`config.mk`:
```
export PLATFORM = sky130hd
export DESIGN_NAME = ts_record_packetizer
export DESIGN_NICKNAME = d
export VERILOG_FILES = /design/src/rtl/ts_pkt_pkg.sv /design/src/rtl/ts_record_fifo.sv /design/src/rtl/ts_record_packetizer.sv
export SDC_FILE = /design/constraint.sdc
export NUM_CORES = 1
export LEC_CHECK = 0
export BUFFER_PORTS_ARGS = -buffer_cell sky130_fd_sc_hd__buf_2
export CAP_MARGIN = 40
export CORE_UTILIZATION = 45
export CTS_CLUSTER_SIZE = 28
export DETAILED_ROUTE_END_ITERATION = 7
export PLACE_DENSITY = 0.6
export SLEW_MARGIN = 20
export SYNTH_ARGS = -nofsm -noshare
export SYNTH_HDL_FRONTEND = slang
export SYNTH_SLANG_ARGS = --single-unit
```
`constraint.sdc`:
```
create_clock -name clk -period 26.1 [get_ports clk]
set_clock_uncertainty 0.2 [all_clocks]
set_input_delay 0 -clock clk [delete_from_list [all_inputs] [get_ports clk]]
set_output_delay 0 -clock clk [all_outputs]
set_load 0.02 [all_outputs]
```
`src/rtl/ts_pkt_pkg.sv`:
```
// ts_pkt_pkg: shared framing constants, FSM state type and record sizing for the record packetizer
package ts_pkt_pkg;
    localparam logic [7:0] MAGIC = 8'hA5;
    localparam int HDR_BYTES = 3;
    typedef enum logic [1:0] {IDLE, HDR, REC} state_t;
    function automatic int rec_bytes(input int ts_w);
        return 1 + 3 * (ts_w / 8);
    endfunction
    function automatic int rec_width(input int id_w, input int ts_w);
        return id_w + 3 * ts_w;
    endfunction
endpackage

```
`src/rtl/ts_record_fifo.sv`:
```
// ts_record_fifo: synchronous record FIFO with registered count and combinational head
module ts_record_fifo #(
    parameter int W     = 8,
    parameter int DEPTH = 8
) (
    input  logic                         clk,
    input  logic                         rst,
    input  logic                         push_i,
    input  logic [W-1:0]                 din_i,
    input  logic                         pop_i,
    output logic [W-1:0]                 dout_o,
    output logic [$clog2(DEPTH+1)-1:0]   count_o,
    output logic                         full_o,
    output logic                         empty_o
);
    localparam int AW = DEPTH > 1 ? $clog2(DEPTH) : 1;
    localparam int CW = $clog2(DEPTH + 1);
    localparam logic [AW-1:0] LAST = AW'(DEPTH - 1);
    localparam logic [CW-1:0] FULL = CW'(DEPTH);
    logic [W-1:0]  mem_q [DEPTH];
    logic [AW-1:0] wr_q, rd_q;
    logic [CW-1:0] cnt_q;
    logic          do_push, do_pop;
    assign full_o  = cnt_q == FULL;
    assign empty_o = cnt_q == '0;
    assign count_o = cnt_q;
    assign dout_o  = mem_q[rd_q];
    assign do_push = push_i && !full_o;
    assign do_pop  = pop_i && !empty_o;
    // storage needs no reset: pointers and count alone define what is valid
    always_ff @(posedge clk)
        if (do_push) mem_q[wr_q] <= din_i;
    // pointer and occupancy tracking
    always_ff @(posedge clk)
        if (rst) begin
            wr_q  <= '0;
            rd_q  <= '0;
            cnt_q <= '0;
        end else begin
            if (do_push) wr_q <= wr_q == LAST ? '0 : wr_q + 1'b1;
            if (do_pop) rd_q <= rd_q == LAST ? '0 : rd_q + 1'b1;
            cnt_q <= cnt_q + CW'(do_push) - CW'(do_pop);
        end
endmodule

```
`src/rtl/ts_record_packetizer.sv`:
```
// ts_record_packetizer: buffers timestamp records and frames them into a byte stream of packets
module ts_record_packetizer
    import ts_pkt_pkg::*;
#(
    parameter int ID_W          = 4,
    parameter int TS_W          = 64,
    parameter int RECS_PER_PKT  = 4,
    parameter int FIFO_DEPTH    = 8,
    parameter int FLUSH_TIMEOUT = 1024
) (
    input  logic            clk,
    input  logic            rst,
    input  logic            in_valid,
    output logic            in_ready,
    input  logic [ID_W-1:0] in_id,
    input  logic [TS_W-1:0] in_start_ts,
    input  logic [TS_W-1:0] in_end_ts,
    input  logic [TS_W-1:0] in_ts,
    output logic            m_valid,
    input  logic            m_ready,
    output logic [7:0]      m_data,
    output logic            m_last
);
    localparam int RB = rec_bytes(TS_W);
    localparam int CW = $clog2(FIFO_DEPTH + 1);
    localparam int TW = FLUSH_TIMEOUT > 1 ? $clog2(FLUSH_TIMEOUT) : 1;
    localparam int IW = $clog2(RB);
    localparam logic [CW-1:0] RPP   = CW'(RECS_PER_PKT);
    localparam logic [TW-1:0] TMAX  = TW'(FLUSH_TIMEOUT - 1);
    localparam logic [IW-1:0] HLAST = IW'(HDR_BYTES - 1);
    localparam logic [IW-1:0] RLAST = IW'(RB - 1);
    typedef struct packed {
        logic [ID_W-1:0] id;
        logic [TS_W-1:0] start_ts;
        logic [TS_W-1:0] end_ts;
        logic [TS_W-1:0] ts;
    } rec_t;
    rec_t            in_rec, head;
    logic [CW-1:0]   count;
    logic            full, empty, push, pop, hs, launch, rec_done, pkt_done;
    state_t          state_q, state_d;
    logic [7:0]      seq_q, n_q, rec_q;
    logic [IW-1:0]   idx_q;
    logic [TW-1:0]   timer_q;
    logic [8*RB-1:0] rec_flat, rec_sh;
    assign in_rec   = '{id: in_id, start_ts: in_start_ts, end_ts: in_end_ts, ts: in_ts};
    assign in_ready = !full;
    assign push     = in_valid && in_ready;
    assign hs       = m_valid && m_ready;
    assign launch   = state_q == IDLE && (count >= RPP || (!empty && timer_q == TMAX));
    assign rec_done = state_q == REC && idx_q == RLAST;
    assign pkt_done = rec_done && rec_q == n_q - 8'd1;
    assign pop      = hs && rec_done;
    assign rec_flat = {8'(head.id), head.start_ts, head.end_ts, head.ts};
    assign rec_sh   = rec_flat << (8 * idx_q);
    ts_record_fifo #(
        .W    ($bits(rec_t)),
        .DEPTH(FIFO_DEPTH)
    ) u_fifo (
        .clk    (clk),
        .rst    (rst),
        .push_i (push),
        .din_i  (in_rec),
        .pop_i  (pop),
        .dout_o (head),
        .count_o(count),
        .full_o (full),
        .empty_o(empty)
    );
    // FSM state register
    always_ff @(posedge clk)
        if (rst) state_q <= IDLE;
        else state_q <= state_d;
    // FSM next state: launch from IDLE, header then records, back to IDLE after the last record
    always_comb begin
        state_d = launch ? HDR :
                  hs && state_q == HDR && idx_q == HLAST ? REC :
                  hs && pkt_done ? IDLE : state_q;
    end
    // FSM outputs: byte mux driven purely from registered state so it holds during stalls
    always_comb begin
        m_valid = state_q != IDLE;
        m_last  = pkt_done;
        m_data  = state_q == HDR ? (idx_q == '0 ? MAGIC : idx_q == IW'(1) ? seq_q : n_q) :
                  state_q == REC ? rec_sh[8*RB-1 -: 8] : 8'h00;
    end
    // packet bookkeeping and oldest-record age timer
    always_ff @(posedge clk)
        if (rst) begin
            seq_q   <= '0;
            n_q     <= '0;
            rec_q   <= '0;
            idx_q   <= '0;
            timer_q <= '0;
        end else begin
            if (launch) begin
                n_q   <= count >= RPP ? 8'(RPP) : 8'(count);
                idx_q <= '0;
                rec_q <= '0;
            end else if (hs) begin
                idx_q <= (state_q == HDR && idx_q == HLAST) || rec_done ? '0 : idx_q + 1'b1;
                if (rec_done) rec_q <= rec_q + 8'd1;
                if (pkt_done) seq_q <= seq_q + 8'd1;
            end
            timer_q <= empty || launch ? '0 :
                       state_q == IDLE && count < RPP && timer_q != TMAX ? timer_q + 1'b1 : timer_q;
        end
endmodule

```
==> flow_summary.toml, run 1 <==
[run_status]
status = "finished, final reports clean"

[layout]
fillCellCount = 10526
area_growth_pct = 20.4
drive_above_1_share_pct = 24.6
layout_commonest_cell = "edfxtp_1"
nets = 3910
layout_common_cells = "edfxtp_1 (1568), dlygate4sd3_1 (400), mux4_2 (376), buf_2 (214), clkbuf_16 (169)"

[drt]
drc = 0
wire_per_inst_um = 28.9
wl_um = 164000
viasPerCell = 5.82
vias = 33148
drt_first_pass_iters = 6
ant_nets = 0
dr.first_iter.drc_count = 3531

[timing]
relSlewSlack_pct = 27.9
drv_slew = 0
clock.fmax_ghz = 0.165
max_slew.worst_pin.slew_ns = 1.08
fin_crit_sh_pct = 23.2
fin_crit_ns = 6.06
rsz0062_at_grt = "no"
hold_viol = 0
setup_viol = 0
tns_ns = 0

[yosys]
syn_avg_cell_area_sq_um = 21.2
synth-simple-area-share_pct = 2.83
yosysUniqueCellTypes = 74
syn_nets = 3189
async_reset_ff_share_pct = 0
synthAdderAreaFrac_pct = 0.430
synth_cells = 2968
yosys-mux-area-fraction_pct = 15.1
synth_top_family_by_area = "multiplexers"
synth_edf_count = 1568
ys_seq_elements = 1618
synthXorXnorAreaFrac_pct = 0.348
seq_area_frac_synth_pct = 76.4
synth_area_sq_um = 62900
ys.flop_type = "edfxtp_1"
synth_compound_area_share_pct = 3.13
ys_warn_count = 0

[cts]
h-tree-depth = 4
cts_resized = 0
clockBufferDepth = 3
cts-root-buf = "clkbuf_16"
cts.sinks = 1618
numCtsBuffers = 166
cts_tree = "done"
clk_transition_reported_paths_ns = 0.07
insertion_delay_ns = 0.79

[placement]
hpwlAfterDp_um = 98900
gp_congestion = 0.816
port_buffers = 210

[worst_setup_path]
cp_cell_sequence = "buf_12 > buf_4 > buf_16 > mux4_2 > a22o_1 > a221oi_1 > o21ai_0 > o21ai_0 > a32oi_1 > buf_2"
arrival_ns = 5.86
cp.required_ns = 25.90
crit_top_cell = "o21ai_0"
critPathLaunchType = "flip-flop"
slowest_stage = "dfxtp_4"
max_stage_delay_ns = 0.85
crit_path_end_kind = "primary output"
worstSetupPathType = "flip-flop to primary output"
path_max_fanout = 115

[global_route]
antenna_found_initial = 28
globalRouteTotalUtil_pct = 23.5
grt_overflow_total = 0
grt_pass1_wl_um = 240000
grt_pass1_vias = 34507
grt_max_degree = 122

[pwr]
p_per_area_nw_per_um2 = 75.4
total_power_mw = 5.71
peakVddDrop_mv = 0.0650
leakage_nw = 24.0

[floorplan]
die_area_sq_um = 141000
io_pins = 211
die_w_um = 376
start_util_pct = 45.6
num_rows = 136
dieHeight_um = 376
core-area_sq_um = 138000

[hold_path]
hold_class = "input pin to flip-flop"

[flow_run]
cap_violations = 0
flip-flops by register name (all words and copies together), names as in the netlist, named ones only:
register / flops
u_fifo.mem_q: 1568
timer_q: 10
rec_q: 8
seq_q: 8
idx_q: 5
n_q: 4
u_fifo.count_o: 4
u_fifo.rd_q: 3
u_fifo.wr_q: 3
state_q: 2
through the flow:
stage	hold slack [ns]	area [sq um]	util, %	instances	worst slack (ns)
floorplan	-0.101	62900	-	2968	5.26
global placement	0.0461	66000	47.8	4954	20.59
detailed placement	0.0653	66400	48.1	4980	20.75
CTS	0.119	75700	54.8	5681	19.89
global route	0.227	75700	54.9	5693	19.79
finish	0.152	75800	54.9	5700	20.04
layer usage:
layer  vias up  GRT usage, %  part of all wire [%]
met5         -             0                 0.077
met4        18          6.62                   2.5
met3       292          5.45                   8.2
met2      1343          38.5                    49
met1     17527          31.5                    40
li1      13968             -                     -
final timing paths:
path	from	to	slack, ns	cells past startpoint
worst max-delay path	flip-flop	m_data[3]	20.04	10
worst max register to register	idx_q[1]$_SDFFE_PP0N_	u_fifo.count_o[2]$_SDFF_PP0_	21.96	14
worst min register to register	u_fifo.rd_q[2]$_SDFFE_PP0N_	flip-flop	0.29	2
worst min-delay path	in_valid	u_fifo.wr_q[2]$_SDFFE_PP0P_	0.15	5
cells in the mapped netlist, types with 7 or more instances:
master	count	area (sq um)
a2111oi_0	18	158
a211oi_1	23	173
a21oi_1	60	300
a221oi_1	19	166
a22oi_1	38	285
a31oi_1	12	75.1
and3_1	12	75.1
buf_1	7	26.3
buf_2	54	270
buf_4	24	180
buf_6	18	203
clkbuf_1	41	154
dfxtp_1	50	1000
edfxtp_1	1568	47100
ha_1	20	250
inv_1	23	86.3
mux2_2	9	101
mux2i_1	94	941
mux4_2	376	8470
nand2_1	115	432
nand2b_1	14	87.6
nand3_1	23	115
nand4_1	14	87.6
nor2_1	73	274
nor2b_1	29	181
nor3_1	29	145
nor4_1	12	75.1
o21ai_0	36	180
o22ai_1	7	43.8
o31ai_1	10	75.1
or3_1	7	43.8
xnor2_1	7	61.3
xor2_1	18	158
area by class of cell:
class | count | area [sq um] | share of cell area (%)
Antenna cell | 15 | 37.5 | 0.0495
Timing Repair Buffer | 705 | 6130 | 8.09
Clock buffer | 212 | 4390 | 5.79
Tap cell | 1863 | 2330 | 3.08
Inverter | 28 | 108 | 0.142
Multi-Input combinational cell | 1170 | 13800 | 18.2
Sequential cell | 1618 | 48100 | 63.5
Clock inverter | 89 | 848 | 1.12
logic make-up after synthesis:
| family | after synthesis |
|---|---|
| DFF | 1618 |
| muxes | 479 |
| and+or+nand+nor | 362 |
| AOI/OAI and AO/OA | 283 |
| buffers and inverters | 180 |
| xor gates and xnor gates | 25 |
| adders and majority gates | 21 |
power breakdown:
part           total, mW  internal, mW  switching, mW  leakage [nW]
clock               2.28          1.30          0.980          2.53
combinational      0.426         0.161          0.264          6.82
sequential          3.00          2.97         0.0314          14.6
total               5.71          4.44           1.28          24.0
worst max-delay path: cells and delay by family, from the launching register on:
kind            cells  cell delay [ns]
mux                 1             0.54
flops               1             0.85
compound gates      5             1.70
buf+inv             4             1.71
what timing repair did:
item,in CTS,in global routing
buffers inserted,0,0
endpoints found under the hold margin,1645,0
hold buffers,400,0
(Power assumes the default switching activity.)
==> run 2: changes to the inputs <==
PLACE_DENSITY = 0.62   (was 0.6)
clock period = 5.5 ns   (was 26.1 ns; I/O delays follow)
==> run 2 against run 1 <==
- setup slack got worse by 19 ns
- first-iteration DRC count up 8.0%
- sequential power grew to 4.8 times the previous value
- wire length up 0.11%
- sequential share of layout area fell by 0.098 points
- critical path depth is 1 lower
- final cell count rose by 0.14%
- non-clock buffer count increased by 28
- largest cell class unchanged
==> flow_summary.toml, run 2 (synthesized netlist as in run 1, its figures left out) <==
[cts]
cts_setup_buffers = 0
clockBufferDepth = 3
cts.sinks = 1618
cts-root-buf = "clkbuf_16"
clk_transition_reported_paths_ns = 0.06
numCtsBuffers = 161
cts_tree = "done"
ctsHoldBuffers = 402
h-tree-depth = 4
cts_resized = 0
insertion_delay_ns = 0.79

[placement]
dp.cells = 5005
gp_congestion = 0.822
hpwlAfterDp_um = 99400
pre_cts_ws_ns = 1.38
port_buffers = 210
placed_area_sq_um = 66700

[pwr]
p_sw_share_pct = 22.3
leakage_nw = 24.1
p_switching_mw = 6.00
p_int_mw = 20.8
clkPwrFrac_pct = 39.3
p_per_area_nw_per_um2 = 354
pwr-share-comb_pct = 7.5
p_seq_share_pct = 53.1
peakVddDrop_mv = 0.321

[timing]
clock.fmax_ghz = 0.208
rsz0062_at_grt = "no"
setup_viol = 0
tns_ns = 0
hold_viol = 0
drv_slew = 0
setup_ws_ns = 0.694
hold_ws_ns = 0.298
max_slew.worst_pin.slew_ns = 0.992
relSlewSlack_pct = 33.9
fin_crit_sh_pct = 87.4
fin_crit_ns = 4.81

[layout]
layout_common_cells = "edfxtp_1 (1568), dlygate4sd3_1 (402), mux4_2 (376), buf_2 (210), clkbuf_16 (162)"
drive_above_1_share_pct = 25.0
layout_commonest_cell = "edfxtp_1"
nets = 3933
finalNonFillerCells = 5708
largest_reg_flops = 1568
reg_top3 = "u_fifo.mem_q (1568), timer_q (10)"
largest_register = "u_fifo.mem_q"
design_area_sq_um = 75900
fillCellCount = 10425
area_growth_pct = 20.6

[run_status]
status = "finished, final reports clean"

[global_route]
grt_pass1_vias = 33864
grt_pass1_wl_um = 238000
grtUsageMet3_pct = 4.99
grt_max_degree = 119
met1_usage_pct = 32.5
top_usage_layer = "met2"
met2_usage_pct = 37.7
antenna_found_initial = 31
globalRouteTotalUtil_pct = 23.4
grt_overflow_total = 0

[worst_setup_path]
critPathLaunchType = "flip-flop"
crit_path_end_kind = "primary output"
r2r_cells = 14
r2r_setup_slack_ns = 1.52
worstSetupPathType = "flip-flop to primary output"
r2r-end = "u_fifo.count_o[2]$_SDFF_PP0_"
arrival_ns = 4.61
path_max_fanout = 32
cp.required_ns = 5.30
r2r-start = "idx_q[0]$_SDFFE_PP0N_"

[drt]
dr.first_iter.drc_count = 3814
wl_um = 165000
drc = 0
ant_nets = 0
vias = 33468
drt_first_pass_iters = 6
viasPerCell = 5.86
wire_per_inst_um = 28.8

[floorplan]
dieHeight_um = 376
die_area_sq_um = 141000
start_util_pct = 45.6
die_w_um = 376
core-area_sq_um = 138000
io_pins = 211
num_rows = 136

[hold_path]
hold_start = "u_fifo.rd_q[2]$_SDFFE_PP0N_"
holdPathStages = 2
hold_class = "flip-flop to flip-flop"

[flow_run]
cap_violations = 0
[run 2: changes by cell type in the layout (fill, tap and decap cells not counted), sizes merged]
cell	before	now
buf	302	327
clkbuf	214	212
clkdlybuf4s15	1	0
clkinv	67	62
clkinvlp	6	2
diode	15	12
dlygate4sd3	400	402
dlymetal6s2s	0	1
inv	33	28
[run 2: layer usage]
metal / share of wire [%] / wire length, um
met1: 41 / 67100
met2: 48 / 79700
met3: 8.4 / 13800
met4: 2.3 / 3770
met5: 0.15 / 241
[run 2: per-stage QoR]
step,utilization (%),power [mW]
final,55.0,26.8
after global routing,55.0,27.6
after detailed placement,48.4,16.3
after CTS,54.9,27.0
after floorplan,-,15.5
after global placement,48.2,16.2
[run 2: critical path: stages, from the launching register on]
cell and delay [ns]:
dfxtp_4 0.60, buf_12 0.28, buf_4 0.57, mux4_2 0.58, mux4_2 0.56, nand2_1 0.12, o21ai_0 0.08, o21ai_0 0.32
a32oi_1 0.38, buf_2 0.28
[run 2: layout make-up]
type	count	area, sq um	share of cell area [%]
Antenna cell	12	30.0	0.0396
Clock buffer	209	4240	5.59
Clock inverter	75	808	1.07
Inverter	28	108	0.142
Multi-Input combinational cell	1170	13900	18.3
Sequential cell	1618	48100	63.4
Tap cell	1863	2330	3.07
Timing Repair Buffer	733	6370	8.40
[run 2: how the worst max path moves through the flow]
stage | from | end | slack [ns] | cells past startpoint
2_1_floorplan | u_fifo.count_o[2]$_SDFF_PP0_ | u_fifo.mem_q[0][0]$_DFFE_PP_ | -2.09 | 5
3_3_place_gp | flip-flop | m_data[3] | 1.20 | 8
6_report | flip-flop | m_data[3] | 0.69 | 9
4_1_cts | flip-flop | m_data[3] | 0.53 | 9
5_1_grt | flip-flop | m_data[3] | 0.47 | 9
3_5_place_dp | flip-flop | m_data[3] | 1.38 | 9
[run 2: power by group through the flow]
stage	clock network [mW]	logic (mW)	registers, mW
4_1_cts	10.7	2.03	14.3
3_3_place_gp	0	1.74	14.5
6_report	10.6	2.02	14.3
3_5_place_dp	0	1.78	14.5
2_1_floorplan	0	0.935	14.5
5_1_grt	11.2	2.15	14.3
